==> config.mk <==
export PLATFORM = sky130hd
export DESIGN_NAME = pwm_duty_ctrl
export DESIGN_NICKNAME = d
export VERILOG_FILES = /design/src/rtl/pwm_duty_ctrl.sv
export SDC_FILE = /design/constraint.sdc
export NUM_CORES = 1
export LEC_CHECK = 0
export ABC_AREA = 1
export CAP_MARGIN = 20
export CORE_UTILIZATION = 40
export DETAILED_ROUTE_END_ITERATION = 7
export PLACE_DENSITY = 0.7
export SETUP_SLACK_MARGIN = 0.1
export SYNTH_ARGS = -nofsm -noshare
export SYNTH_HDL_FRONTEND = slang
export SYNTH_SLANG_ARGS = --single-unit
==> constraint.sdc <==
create_clock -name ck -period 2.7 [get_ports ck]
set_input_delay 0.54 -clock ck [delete_from_list [all_inputs] [get_ports ck]]
set_output_delay 0.54 -clock ck [all_outputs]
set_load 0.1 [all_outputs]
==> src/rtl/pwm_duty_ctrl.sv <==
// PWM generator with double-buffered duty/period; new settings take effect at a period wrap.
// Latency: pwm_out/period_end are registered from next-state values, so they track cnt with zero added delay.
// Backpressure: wr_req is held until wr_ack; a second write stalls while one is still pending.
module pwm_duty_ctrl #(
    parameter int W          = 8,
    parameter int PERIOD_RST = 255,
    parameter int DUTY_RST   = 0
) (
    input  logic         ck,
    input  logic         rst,
    input  logic         en,
    input  logic         wr_req,
    input  logic [W-1:0] wr_duty,
    input  logic [W-1:0] wr_period,
    output logic         wr_ack,
    output logic         pwm_out,
    output logic         period_end,
    output logic         busy
);

    typedef enum logic [1:0] {IDLE, RUN, STOP} state_t;

    state_t       state, state_n;
    logic [W-1:0] cnt, cnt_n;
    logic [W-1:0] duty_sh, duty_n;
    logic [W-1:0] period_sh, period_n;
    logic [W-1:0] pend_duty, pend_duty_n;
    logic [W-1:0] pend_period, pend_period_n;
    logic         pend_v, pend_v_n;
    logic         ack_n;
    logic         accept;
    logic         wrap;

    // A request is not re-sampled in its own acknowledge cycle.
    assign accept = wr_req && !wr_ack;
    assign wrap   = (state != IDLE) && (cnt == period_sh);

    always_comb begin
        state_n       = state;
        cnt_n         = cnt;
        duty_n        = duty_sh;
        period_n      = period_sh;
        pend_duty_n   = pend_duty;
        pend_period_n = pend_period;
        pend_v_n      = pend_v;
        ack_n         = 1'b0;
        case (state)
            IDLE: begin
                if (accept) begin
                    duty_n   = wr_duty;
                    period_n = wr_period;
                    ack_n    = 1'b1;
                end
                if (en) begin
                    state_n = RUN;
                    cnt_n   = '0;
                end
            end
            default: begin
                cnt_n = wrap ? '0 : cnt + W'(1);
                if (en)
                    state_n = RUN;
                else
                    state_n = (state == STOP && wrap) ? IDLE : STOP;
                if (wrap && pend_v) begin
                    duty_n   = pend_duty;
                    period_n = pend_period;
                    pend_v_n = 1'b0;
                end
                // The pending slot frees up at the same edge it drains, so a stalled write lands here.
                if (accept && (!pend_v || wrap)) begin
                    ack_n = 1'b1;
                    if (state_n == IDLE) begin
                        duty_n   = wr_duty;
                        period_n = wr_period;
                    end else begin
                        pend_duty_n   = wr_duty;
                        pend_period_n = wr_period;
                        pend_v_n      = 1'b1;
                    end
                end
                if (state_n == IDLE)
                    cnt_n = '0;
            end
        endcase
    end

    always_ff @(posedge ck or posedge rst) begin
        if (rst) begin
            state       <= IDLE;
            cnt         <= '0;
            duty_sh     <= W'(DUTY_RST);
            period_sh   <= W'(PERIOD_RST);
            pend_duty   <= '0;
            pend_period <= '0;
            pend_v      <= 1'b0;
            wr_ack      <= 1'b0;
            pwm_out     <= 1'b0;
            period_end  <= 1'b0;
            busy        <= 1'b0;
        end else begin
            state       <= state_n;
            cnt         <= cnt_n;
            duty_sh     <= duty_n;
            period_sh   <= period_n;
            pend_duty   <= pend_duty_n;
            pend_period <= pend_period_n;
            pend_v      <= pend_v_n;
            wr_ack      <= ack_n;
            pwm_out     <= (state_n != IDLE) && (cnt_n < duty_n);
            period_end  <= (state_n != IDLE) && (cnt_n == period_n);
            busy        <= (state_n != IDLE);
        end
    end

endmodule

## Word-level counts from Yosys, hierarchy flattened

Index checks and enable logic that the tools add are counted.
W data, S select, Z words.

| word-level totals | value |
|---|---|
| flip-flop bits (word level) | 47 |
| input bits | 20 |

| cells by class | value |
|---|---|
| reduce and logical (&&, ||, !) cells | 15 |
| mux-type cells | 25 |
| $add $sub $neg | 1 |
| magnitude comparators | 1 |
| equality and inequality tests | 3 |
| bitwise logic cells | 2 |

Operators with widths:

| operator | count |
|---|---|
| $mux W8 | 14 |
| $eq A8 B8 Y1 | 2 |
| $mux W2 | 5 |
| $add A8 B1 Y8 const B | 1 |
| $lt A8 B8 Y1 | 1 |
| $logic_and A1 B1 Y1 | 7 |
| $mux W1 | 6 |
| $logic_not A2 Y1 | 2 |
| $reduce_bool A2 Y1 | 2 |
| $reduce_and A3 Y1 | 1 |
| $eq A2 B2 Y1 const B | 1 |
| $logic_not A1 Y1 | 2 |
| $not A1 Y1 | 2 |
| $logic_or A1 B1 Y1 | 1 |

## Depth between registers and ports, before layout

| depth | value |
|---|---|
| depth in word-level cells | 12 |
| gate-level depth with buffers | 20 |
| mapped depth without buffers | 19 |

## Least setup slack after synthesis

No wires, ideal clock.

| timing | value |
|---|---|
| path type | reg2reg |
| from | register wr_ack |
| to | register pwm_out |
| period minus slack after synthesis | 2.899 ns |
| arrival | 2.821 ns |
| cell stages (with the launch flop) | 14 |
| required time | 2.623 ns |
| path slack | -0.199 ns |
| path through | dfrtp_1 > nor2_2 > clkinv_1 > a21oi_4 > nand2_2 > buf_2 > inv_2 > a21oi_1 > a32oi_1 > inv_1 > ha_1 > a21oi_1 > nand2_1 > a21oi_1 |

| on the way | value |
|---|---|
| cells in the longest elaborated chain, start to end | 7 |

Ends and longest elaborated chain:

| what | RTL line | RTL |
|---|---|---|
| start, declared | 15 | `output logic wr_ack,` |
| start signal, assigned | 109 | `wr_ack <= ack_n;` |
| $logic_not A1 Y1 * | 35 | `assign accept = wr_req && !wr_ack;` |
| $logic_and A1 B1 Y1 * | 35 |  |
| $logic_and A1 B1 Y1 | 71 | `if (accept && (!pend_v \|\| wrap)) begin` |
| $mux W8 | 71 |  |
| $mux W8 * | 47 | `case (state)` |
| via duty_n[3] | 25 | `logic [W-1:0] duty_sh, duty_n;` |
| $lt A8 B8 Y1 * | 110 | `pwm_out <= (state_n != IDLE) && (cnt_n < duty_n);` |
| $logic_and A1 B1 Y1 * | 110 |  |
| end signal, assigned | 110 |  |
| end, declared | 16 | `output logic pwm_out,` |

Mark *: on every way through the listed nets, which the timed path passes. The rest lies on a longest branch.
A chain may end at the register's enable or synchronous reset.

## Worst setup path in the final report

| timing | value |
|---|---|
| from | register period_sh[5] |
| to | register pwm_out |

| on the way | value |
|---|---|
| cells in the longest elaborated chain, start to end | 12 |

Ends and longest elaborated chain:

| what | RTL line | RTL |
|---|---|---|
| start, declared | 26 | `logic [W-1:0] period_sh, period_n;` |
| start signal, assigned | 93 | `period_sh <= W'(PERIOD_RST);` |
| start signal, assigned | 105 | `period_sh <= period_n;` |
| $eq A8 B8 Y1 * | 36 | `assign wrap = (state != IDLE) && (cnt == period_sh);` |
| $logic_and A1 B1 Y1 * | 36 |  |
| $logic_and A1 B1 Y1 | 64 | `state_n = (state == STOP && wrap) ? IDLE : STOP;` |
| $mux W2 | 64 |  |
| $mux W2 | 61 | `if (en)` |
| $mux W2 | 47 |  |
| $logic_not A2 Y1 | 73 | `if (state_n == IDLE) begin` |
| $mux W8 | 73 |  |
| $mux W8 * | 71 |  |
| $mux W8 * | 47 |  |
| via duty_n[6] | 25 |  |
| $lt A8 B8 Y1 * | 110 |  |
| $logic_and A1 B1 Y1 * | 110 |  |

Mark *: on every way through the listed nets, which the timed path passes. The rest lies on a longest branch. The select of a mux whose other input is x is not followed.

==> run_results.csv <==
group,metric,value,unit
sta,finalSetupTns,0,ns
clocking,cts_buffers,5,
sta,setup_ws,0.0671,ns
placed_design,place_area,3430,sq um
yosys,synth-edff-count,0,
worst_setup_path,worstPathCellList,"inv_2, nand2_2, nand2_2, nor2_2, nand2_2, nor2_4, nand3_4, nor2_8, nand2_8, buf_6, a31oi_1, a21o_1, inv_1, ha_1, nand2_1, o211ai_1, a21oi_2",
finish,fill_cells,699,
sta,rsz0062_at_grt,"true",
worst_setup_path,required,2.90,ns
drt,vias,2737,
sta,layout_min_cycle_time,2.63,ns
clocking,cts_sinks,47,
run_status,status,"finished clean",
drt,viasPerCell,4.96,
drt,finalWirelength,7.36,mm
sta,fmax,380,MHz
drt,wl_per_cell,13.3,um
die,dieArea,7790,sq um
yosys,synth_warnings,0,
yosys,muxShareOfSynthArea,0,%
global_routing,antenna_found_initial,0,
finish,num_antenna_cells,0,
die,die_x,88.3,um
finish,final_common_cell,"nand2_1",
placed_design,dpl.hpwl,5.32,mm
worst_setup_path,cpMaxStageDelayCell,"dfstp_2",
yosys,syn_nets,432,
yosys,syn_area,2980,sq um
yosys,yosysTopAreaCellShare,32.8,%
yosys,synth_xor_area_share,1.47,%
finish,multiInputGateArea,1560,sq um
yosys,synth_top_family_by_area,"simple AND/OR/NAND/NOR gates",
yosys,async_flop_share,100,%
die,core_area,7210,sq um
die,row_count,31,
clocking,clock-root-buffer,"clkbuf_8",
yosys,syn_avg_cell_area,7.37,sq um
yosys,synth_compound_area_share,16.4,%
worst_hold_path,worstHoldStart,"pend_period[4]$_DFFE_PP0P_",
worst_hold_path,holdPathStages,2,
worst_setup_path,r2r-start,"period_sh[5]$_DFF_PP1_",
worst_setup_path,reg2regPathDepth,17,
finish,seq_area,1190,sq um
global_routing,grt_max_degree,48,
yosys,synthFlopType,"dfrtp_1",
job,drv_cap,0,
sta,worst_pin_slew,0.615,ns
yosys,synth_top_area_cell,"dfrtp_1",
worst_setup_path,endpoint_kind,"flip-flop",
worst_setup_path,reg2reg_setup_slack,0.07,ns
finish,final_nets,480,
pwr,p_per_area,822,nW/um^2
sta,drv_slew,0,
finish,final_layout_size_suffix_gt1_share,22.7,%
worst_setup_path,crit_start,"period_sh[5]$_DFF_PP1_",
sta,min_period_over_period,97.5,%
yosys,syn-instance-count,404,
drt,drt-initial-drc-count,167,
yosys,synth_fa_ha_area_share,3.36,%
clocking,htree_levels,2,
yosys,synth.distinct_cells,36,
worst_setup_path,reg2reg_to,"pwm_out$_DFF_PP0_",
placed_design,pre_cts_ws,-0.0282,ns
yosys,synth-simple-area-share,28.7,%
global_routing,grt_pass1_wl,12.4,mm
drt,route.detailed.drc,0,
pwr,power_leakage,1.86,nW
finish,final_design_area_no_fill,3670,sq um
yosys,ys_seq_elements,47,
worst_setup_path,slowest_delay,0.55,ns
worst_hold_path,min_to,"pend_period[4]$_DFFE_PP0P_",
sta,finalHoldViolCount,0,
sta,setup-violations-final,0,
die,fp.dieH,88.3,um
worst_hold_path,worstHoldPathType,"reg2reg",
clocking,cts_tree,"done",
pwr,ir_drop,436,uV
sta,max_slew_margin,59.0,%
worst_setup_path,critical_path_arrival,2.84,ns
finish,final_cell_mix,"114 x nand2_1, 47 x inv_1, 38 x dfrtp_1",
die,start_util,41.3,%
sta,whs,0.488,ns
global_routing,grtUsageTotal,20.8,%
sta,worst_clock_skew,0.00771,ns
yosys,yosysSeqAreaShare,39.8,%
finish,syn_to_final_growth,23.3,%
die,pin_count,24,
worst_setup_path,start_kind,"flip-flop",
worst_setup_path,crit_top_cell,"nand2_2",
placed_design,io_buffers,23,
global_routing,gr-total-overflow,0,
worst_setup_path,criticalPathCategory,"reg2reg",
drt,firstDrtPassIters,4,
clocking,clock_path_buffers,2,
clocking,insertion_delay,0.31,ns
clocking,clk_pin_slew,0.09,ns
yosys,ys_top_cells_by_area,"dfrtp_1 33%, nand2_1 15%, dfstp_2 7.1%",
drt,ant_nets,0,
global_routing,grt_pass1_vias,2649,
worst_setup_path,critPathMaxFanout,6,
placed_design,place_congestion,0.870,
==> where the power goes <==
group          switching (W)  internal [W]
clock               0.000247      0.000207
sequential          0.000185      0.000982
combinational       0.000845      0.000553
total                0.00128       0.00174
==> per-layer routing <==
metal	global-route usage (%)	wire [um]
met1	27.7	3520
met2	33.5	3430
met3	4.38	322
met4	7.04	89
met5	0	0
==> registers in the layout, summed over array words and instances, names as in the netlist <==
signal and cells:
pend_period 8, busy 1, pend_v 1, period_sh 8, pwm_out 1, state 2, duty_sh 8, wr_ack 1
period_end 1, cnt 8, pend_duty 8
==> worst max-delay path by stage <==
stage,to,slack [ns],cells after the start
after floorplan,pwm_out$_DFF_PP0_,0.12,13
after global placement,pwm_out$_DFF_PP0_,0.06,14
after detailed placement,pwm_out$_DFF_PP0_,-0.03,16
after CTS,pwm_out$_DFF_PP0_,0.12,18
after global routing,pwm_out$_DFF_PP0_,-0.09,19
final,pwm_out$_DFF_PP0_,0.07,17
==> worst max-delay path, delay by kind of cell, from the launching register on <==
| kind | cells | cell delay (ns) |
|---|---|---|
| AO/OA/AOI/OAI | 4 | 0.54 |
| flip-flops | 1 | 0.55 |
| AND/OR/NAND/NOR | 9 | 0.89 |
| buffers and inverters | 3 | 0.24 |
| adder cells (fa/ha/maj) | 1 | 0.29 |
==> synthesized netlist by cell type, types with 5 or more instances <==
cell type    n
clkbuf_1     8
xor2_1       5
a21o_1       5
dfrtp_1     39
inv_1       54
o21ai_1      8
o211ai_1    10
dfstp_2      8
ha_1         8
nand3_2      5
inv_2        7
nor2_1      22
nand3_1     21
nand2_2      6
a21oi_1     11
nand2_1    120
o21ai_0     26
a31oi_1      6
==> timing repair <==
item / in CTS / in global routing
buffers inserted: 0 / 9
setup endpoints to repair: 1 / 2
gates resized for setup: 2 / 28
hold buffers: 0 / 0
pin swaps: 0 / 21
hold endpoints to repair: 0 / 0
==> logic make-up after synthesis <==
| logic type | count (synthesis) |
|---|---|
| DFF | 47 |
| and+or+nand+nor | 189 |
| adders and majority gates | 8 |
| xor gates and xnor gates | 5 |
| AOI/OAI and AO/OA | 79 |
| buffers and inverters | 76 |
==> area by class of cell <==
cell class                 instances  area share [%]
multi-input combinational        281            42.5
inverter                          63            6.68
tap                               99            3.37
clock buffer                       7            2.35
timing repair buffer              54            12.6
clock inverter                     1           0.136
sequential                        47            32.3
==> through the flow <==
stage | util (%) | std cells | total power, W
5_1_grt | 50.9 | 552 | 0.00328
4_1_cts | 48.9 | 544 | 0.00291
3_3_place_gp | 47.6 | 536 | 0.00241
3_5_place_dp | 47.6 | 536 | 0.00245
6_report | 50.9 | 552 | 0.00302
2_1_floorplan | - | 404 | 0.00209
(Power assumes the default switching activity.)
